**config.mk**
```make
export PLATFORM = sky130hd
export DESIGN_NAME = uart_rx_ctrl
export DESIGN_NICKNAME = d
export VERILOG_FILES = /design/src/rtl/uart_rx_ctrl.sv
export SDC_FILE = /design/constraint.sdc
export NUM_CORES = 1
export LEC_CHECK = 0
export CORE_MARGIN = 1
export CORE_UTILIZATION = 35
export CTS_CLUSTER_DIAMETER = 80
export DETAILED_ROUTE_END_ITERATION = 8
export MAX_ROUTING_LAYER = met4
export SLEW_MARGIN = 0
export SYNTH_ARGS = -nofsm -noshare
export SYNTH_HDL_FRONTEND = slang
export SYNTH_SLANG_ARGS = --single-unit
```
**constraint.sdc**
```tcl
create_clock -name clk -period 5.05 [get_ports clk]
set_input_delay 0.7575 -clock clk [delete_from_list [all_inputs] [get_ports clk]]
set_output_delay 0.7575 -clock clk [all_outputs]
set_load 0.03 [all_outputs]
```
**src/rtl/uart_rx_ctrl.sv**
```systemverilog
// uart_rx_ctrl: UART receive frame controller. Generates the 16x oversample
// tick, synchronises the serial line, samples start/data/parity/stop at bit
// centres and hands each byte plus error flags to a valid/ready consumer.
module uart_rx_ctrl #(
   parameter int unsigned DIV        = 27,
   parameter bit          PARITY_EN  = 1'b1,
   parameter bit          PARITY_ODD = 1'b0
) (
   input  logic       clk,
   input  logic       rst_n,
   input  logic       rx,
   input  logic       rx_en,
   output logic [7:0] rd_data,
   output logic       rd_valid,
   input  logic       rd_ready,
   output logic       p_error,
   output logic       stop_error,
   output logic       overrun,
   output logic       busy
);

   localparam int unsigned   DW       = (DIV > 1) ? $clog2(DIV) : 1;
   localparam logic [DW-1:0] DIV_LAST = DW'(DIV - 1);

   typedef enum logic [2:0] {S_IDLE, S_START, S_DATA, S_PARITY, S_STOP} state_t;

   logic [1:0]    sync_q, sync_d;
   logic          rxs;
   logic [DW-1:0] div_cnt_q, div_cnt_d;
   logic          tick;

   state_t        state_q, state_d;
   logic [3:0]    tc_q, tc_d;
   logic [2:0]    bi_q, bi_d;
   logic [7:0]    shift_q, shift_d;
   logic          perr_q, perr_d;
   logic          serr;
   logic          deliver;

   logic [7:0]    rd_data_q, rd_data_d;
   logic          rd_valid_q, rd_valid_d;
   logic          p_error_q, p_error_d;
   logic          stop_error_q, stop_error_d;
   logic          overrun_q, overrun_d;
   logic          handshake, load, drop;

   assign rxs  = sync_q[1];
   assign tick = (div_cnt_q == DIV_LAST);

   // Two-flop synchroniser (idle-high reset) and free-running tick divider
   always_comb begin
      sync_d    = {sync_q[0], rx};
      div_cnt_d = tick ? '0 : div_cnt_q + 1'b1;
   end

   // Frame sequencer: next state, tick/bit counters, shift register, parity
   always_comb begin
      state_d = state_q;
      tc_d    = tc_q;
      bi_d    = bi_q;
      shift_d = shift_q;
      perr_d  = perr_q;
      serr    = 1'b0;
      deliver = 1'b0;
      if (!rx_en) begin
         state_d = S_IDLE;
         tc_d    = '0;
         bi_d    = '0;
      end else if (tick) begin
         case (state_q)
            S_IDLE: begin
               if (!rxs) begin
                  state_d = S_START;
                  tc_d    = '0;
                  bi_d    = '0;
               end
            end
            S_START: begin
               if (tc_q == 4'd7) begin
                  // mid start bit: a high line here means a glitch, not a frame
                  state_d = rxs ? S_IDLE : S_DATA;
                  tc_d    = '0;
                  bi_d    = '0;
               end else begin
                  tc_d = tc_q + 4'd1;
               end
            end
            S_DATA: begin
               tc_d = tc_q + 4'd1;
               if (tc_q == 4'd15) begin
                  shift_d[bi_q] = rxs;
                  if (bi_q == 3'd7) begin
                     state_d = PARITY_EN ? S_PARITY : S_STOP;
                     tc_d    = '0;
                     bi_d    = '0;
                  end else begin
                     bi_d = bi_q + 3'd1;
                  end
               end
            end
            S_PARITY: begin
               tc_d = tc_q + 4'd1;
               if (tc_q == 4'd15) begin
                  perr_d  = (^shift_q) ^ rxs ^ PARITY_ODD;
                  state_d = S_STOP;
                  tc_d    = '0;
                  bi_d    = '0;
               end
            end
            S_STOP: begin
               tc_d = tc_q + 4'd1;
               if (tc_q == 4'd15) begin
                  // return at mid stop bit so a short stop can still resync
                  serr    = ~rxs;
                  deliver = 1'b1;
                  state_d = S_IDLE;
                  tc_d    = '0;
                  bi_d    = '0;
               end
            end
            default: begin
               state_d = S_IDLE;
               tc_d    = '0;
               bi_d    = '0;
            end
         endcase
      end
   end

   assign handshake = rd_valid_q & rd_ready;
   assign load      = deliver & (~rd_valid_q | rd_ready);
   assign drop      = deliver & ~load;

   // Output buffer: a new byte wins over a same-cycle handshake; a blocked one sets overrun
   always_comb begin
      rd_data_d    = rd_data_q;
      p_error_d    = p_error_q;
      stop_error_d = stop_error_q;
      rd_valid_d   = load | (rd_valid_q & ~handshake);
      overrun_d    = drop | (overrun_q & ~handshake);
      if (load) begin
         rd_data_d    = shift_q;
         p_error_d    = PARITY_EN ? perr_q : 1'b0;
         stop_error_d = serr;
      end
   end

   // State and datapath registers
   always_ff @(posedge clk or negedge rst_n) begin
      if (!rst_n) begin
         sync_q       <= 2'b11;
         div_cnt_q    <= '0;
         state_q      <= S_IDLE;
         tc_q         <= '0;
         bi_q         <= '0;
         shift_q      <= '0;
         perr_q       <= 1'b0;
         rd_data_q    <= '0;
         rd_valid_q   <= 1'b0;
         p_error_q    <= 1'b0;
         stop_error_q <= 1'b0;
         overrun_q    <= 1'b0;
      end else begin
         sync_q       <= sync_d;
         div_cnt_q    <= div_cnt_d;
         state_q      <= state_d;
         tc_q         <= tc_d;
         bi_q         <= bi_d;
         shift_q      <= shift_d;
         perr_q       <= perr_d;
         rd_data_q    <= rd_data_d;
         rd_valid_q   <= rd_valid_d;
         p_error_q    <= p_error_d;
         stop_error_q <= stop_error_d;
         overrun_q    <= overrun_d;
      end
   end

   assign rd_data    = rd_data_q;
   assign rd_valid   = rd_valid_q;
   assign p_error    = p_error_q;
   assign stop_error = stop_error_q;
   assign overrun    = overrun_q;
   assign busy       = (state_q != S_IDLE);

endmodule
```
==> run_results.csv <==
group,metric,value,unit
outcome,outcome,"complete, no violations",
finish,nets,198,
timing,skew,0.00603,ns
timing,timing.setup.tns,0,ns
clocking,cts_buffer_depth,2,
synthesis,synth_enable_flop_cells,0,
synthesis,avgSynthCellArea,11.9,sq um
die,die_area,0.00615,sq mm
clocking,cts-root-buf,"clkbuf_8",
die,core-area,0.00557,sq mm
synthesis,ys_seq_area_share,46.6,%
detailed_routing,totalWireLength,3.52,mm
finish,instances_no_fill,261,
hold_path,hold_class,"reg -> reg",
global_routing,grt_usage,13.7,%
synthesis,synth_nets,182,
pwr,finalPower,614,uW
detailed_routing,firstDrtPassIters,4,
timing,finalCritPeriodShare,53.1,%
timing,slew_violations,0,
placement,place_congestion,0.738,
timing,setup_viol,0,
setup_path,crit_type,"reg -> out",
clocking,postCtsSetupRepairBufs,0,
finish,n_antenna_cell,0,
placement,io_buffers,17,
detailed_routing,drt_first_iter_violations,106,
timing,final_hold_viol_count,0,
synthesis,synth-seq-cells,38,
detailed_routing,viasPerCell,4.90,
synthesis,synth_cell_types,52,
global_routing,globalRouteOverflowTotal,0,
global_routing,grt_pass1_wl,6.19,mm
timing,rsz0062_at_grt,"false",
setup_path,end_kind,"primary output",
clocking,cts_inserted_buffers,5,
setup_path,worstPathArrival,1.92,ns
placement,dpl_cell_area,0.00225,sq mm
setup_path,max_stage_delay,0.60,ns
die,rows,27,
job,max-cap-violations,0,
synthesis,ys_async_sr_fraction,100,%
synthesis,synth_ff_type,"dfrtp_1",
die,die_w,78.4,um
die,die_y,78.4,um
finish,stdcell_area,0.00237,sq mm
die,ios,18,
finish,post-route-util,42.4,%
pwr,power_density,260,mW/mm^2
pwr,peakVddDrop,0.000105,V
die,start_util,36.7,%
clocking,cts_sinks,38,
timing,relSlewSlack,45.0,%
finish,drive_above_1_share,21.2,%
clocking,cts_tree,"done",
clocking,post_cts_resized,0,
clocking,clkLatencyLatePin,0.30,ns
timing,clock.fmax,373,MHz
placement,dp_hpwl,2.32,mm
detailed_routing,via_count,1280,
placement,dp_cells,253,
detailed_routing,route.detailed.wl_per_inst,13.5,um
synthesis,synthCells,172,
detailed_routing,antenna_left,0,
setup_path,cpMaxStageDelayCell,"clkdlybuf4s50_1",
setup_path,required,4.29,ns
timing,fin_crit,2.68,ns
timing,worst_pin_slew,0.824,ns
clocking,cts_hold_buf,0,
setup_path,cp_max_fo,15,
synthesis,yosys_warnings,0,
setup_path,start_kind,"register",
global_routing,antenna_found_initial,0,
clocking,clk_pin_slew_worst_paths,0.08,ns
global_routing,grt_max_degree,39,
clocking,htree_levels,2,
detailed_routing,post-route-drc-count,0,
pwr,leakage,1.03,nW
global_routing,grt_pass1_vias,1229,
synthesis,synth_area,0.00204,sq mm
finish,syn_to_final_growth,15.7,%
setup_path,cp_cell_sequence,"or3_4 -> clkdlybuf4s50_1",
## Yosys cell counts, types with 3 or more instances
cell type | count | share of area (%)
a22o_1 | 3 | 1.3
mux2_1 | 6 | 3.3
nand3b_1 | 3 | 1.1
dfrtp_1 | 36 | 44
mux2_4 | 11 | 8.1
o31ai_1 | 3 | 1.1
xnor2_1 | 8 | 3.4
ha_1 | 5 | 3.1
a21oi_1 | 4 | 0.98
mux2_2 | 3 | 1.7
inv_1 | 4 | 0.73
nand3_1 | 6 | 1.5
o21ai_0 | 7 | 1.7
nor3_2 | 3 | 1.5
nor2_1 | 8 | 1.5
nand2_1 | 13 | 2.4
## cells by family after synthesis
family	after synthesis	synth area share, %
mux	21	13.5
simple gates	57	19.2
xor+xnor	10	4.28
buf+inv	12	3.06
compound gates	29	10.3
flops	38	46.6
fa+ha+maj	5	3.06
## stage by stage
| step | setup slack [ns] | hold WS, ns |
|---|---|---|
| finish | 2.37 | 0.359 |
| global route | 2.32 | 0.367 |
| CTS | 2.38 | 0.362 |
| detailed placement | 2.32 | 0.350 |
| global placement | 2.32 | 0.348 |
| floorplan | 3.15 | 0.345 |
## metal layers
| metal | vias up | GRT usage, % | wire (um) |
|---|---|---|---|
| met5 | - | - | 0 |
| met4 | 0 | 6.67 | 80 |
| met3 | 7 | 3.26 | 105 |
| met2 | 16 | 18.6 | 1530 |
| met1 | 607 | 18.9 | 1800 |
| li1 | 650 | - | - |
## layout make-up
cell class	count	area (sq um)
fill	521	3210
multi-input combinational	122	1030
sequential	38	953
timing repair buffer	17	165
tap	72	90.1
clock buffer	5	68.8
clock inverter	3	45.0
inverter	4	15.0
## layout by cell type (no fill, tap or decap), drive strengths merged, types with 2 or more instances in the layout
master	instances
o21ai	10
dfrtp	36
o31ai	3
a21oi	5
or3	4
nand2	14
nor3b	3
nor3	5
clkinvlp	2
o21a	2
nand2b	2
a22o	3
xor2	2
clkdlybuf4s50	16
ha	5
dfstp	2
clkbuf	5
nand3	7
mux2	20
nand4bb	2
nand3b	3
nor2	8
nor4	3
nor2b	2
inv	4
a21boi	2
xnor2	8
## report_power, final
group / internal, mW / switching [mW] / total, mW
combinational: 0.0168 / 0.0212 / 0.0380
sequential: 0.307 / 0.00621 / 0.313
clock: 0.147 / 0.116 / 0.263
total: 0.471 / 0.144 / 0.614
## state kept, by name, summed over array words and instances (netlist names), 2 cells and up
name and count:
bi_q 3, shift_q 8, div_cnt_q 5, sync_q 2, state_q 3, rd_data 8, tc_q 4
## path summary, 6_finish.rpt
| check | from | slack, ns | endpoint | cells past startpoint |
|---|---|---|---|---|
| setup / recovery | state_q[2]$_DFFE_PN0P_ | 2.37 | busy | 2 |
| hold / removal | sync_q[0]$_DFF_PN1_ | 0.36 | sync_q[1]$_DFF_PN1_ | 0 |
| setup reg to reg | tc_q[0]$_DFFE_PN0P_ | 2.98 | rd_data[5]$_DFFE_PN0P_ | 5 |
| hold reg to reg | sync_q[0]$_DFF_PN1_ | 0.36 | sync_q[1]$_DFF_PN1_ | 0 |
| max in group asynchronous | rst_n | 3.98 | div_cnt_q[2]$_DFF_PN0_ | 1 |
| min in group asynchronous | rst_n | 0.56 | rd_data[4]$_DFFE_PN0P_ | 1 |
## critical path, delay by kind of cell, from the launching register on
kind,cells,cell delay (ns)
flip-flops,1,0.54
buffers and inverters,1,0.60
AND/OR/NAND/NOR,1,0.48
Note: power is estimated with default switching activity, not from simulation.
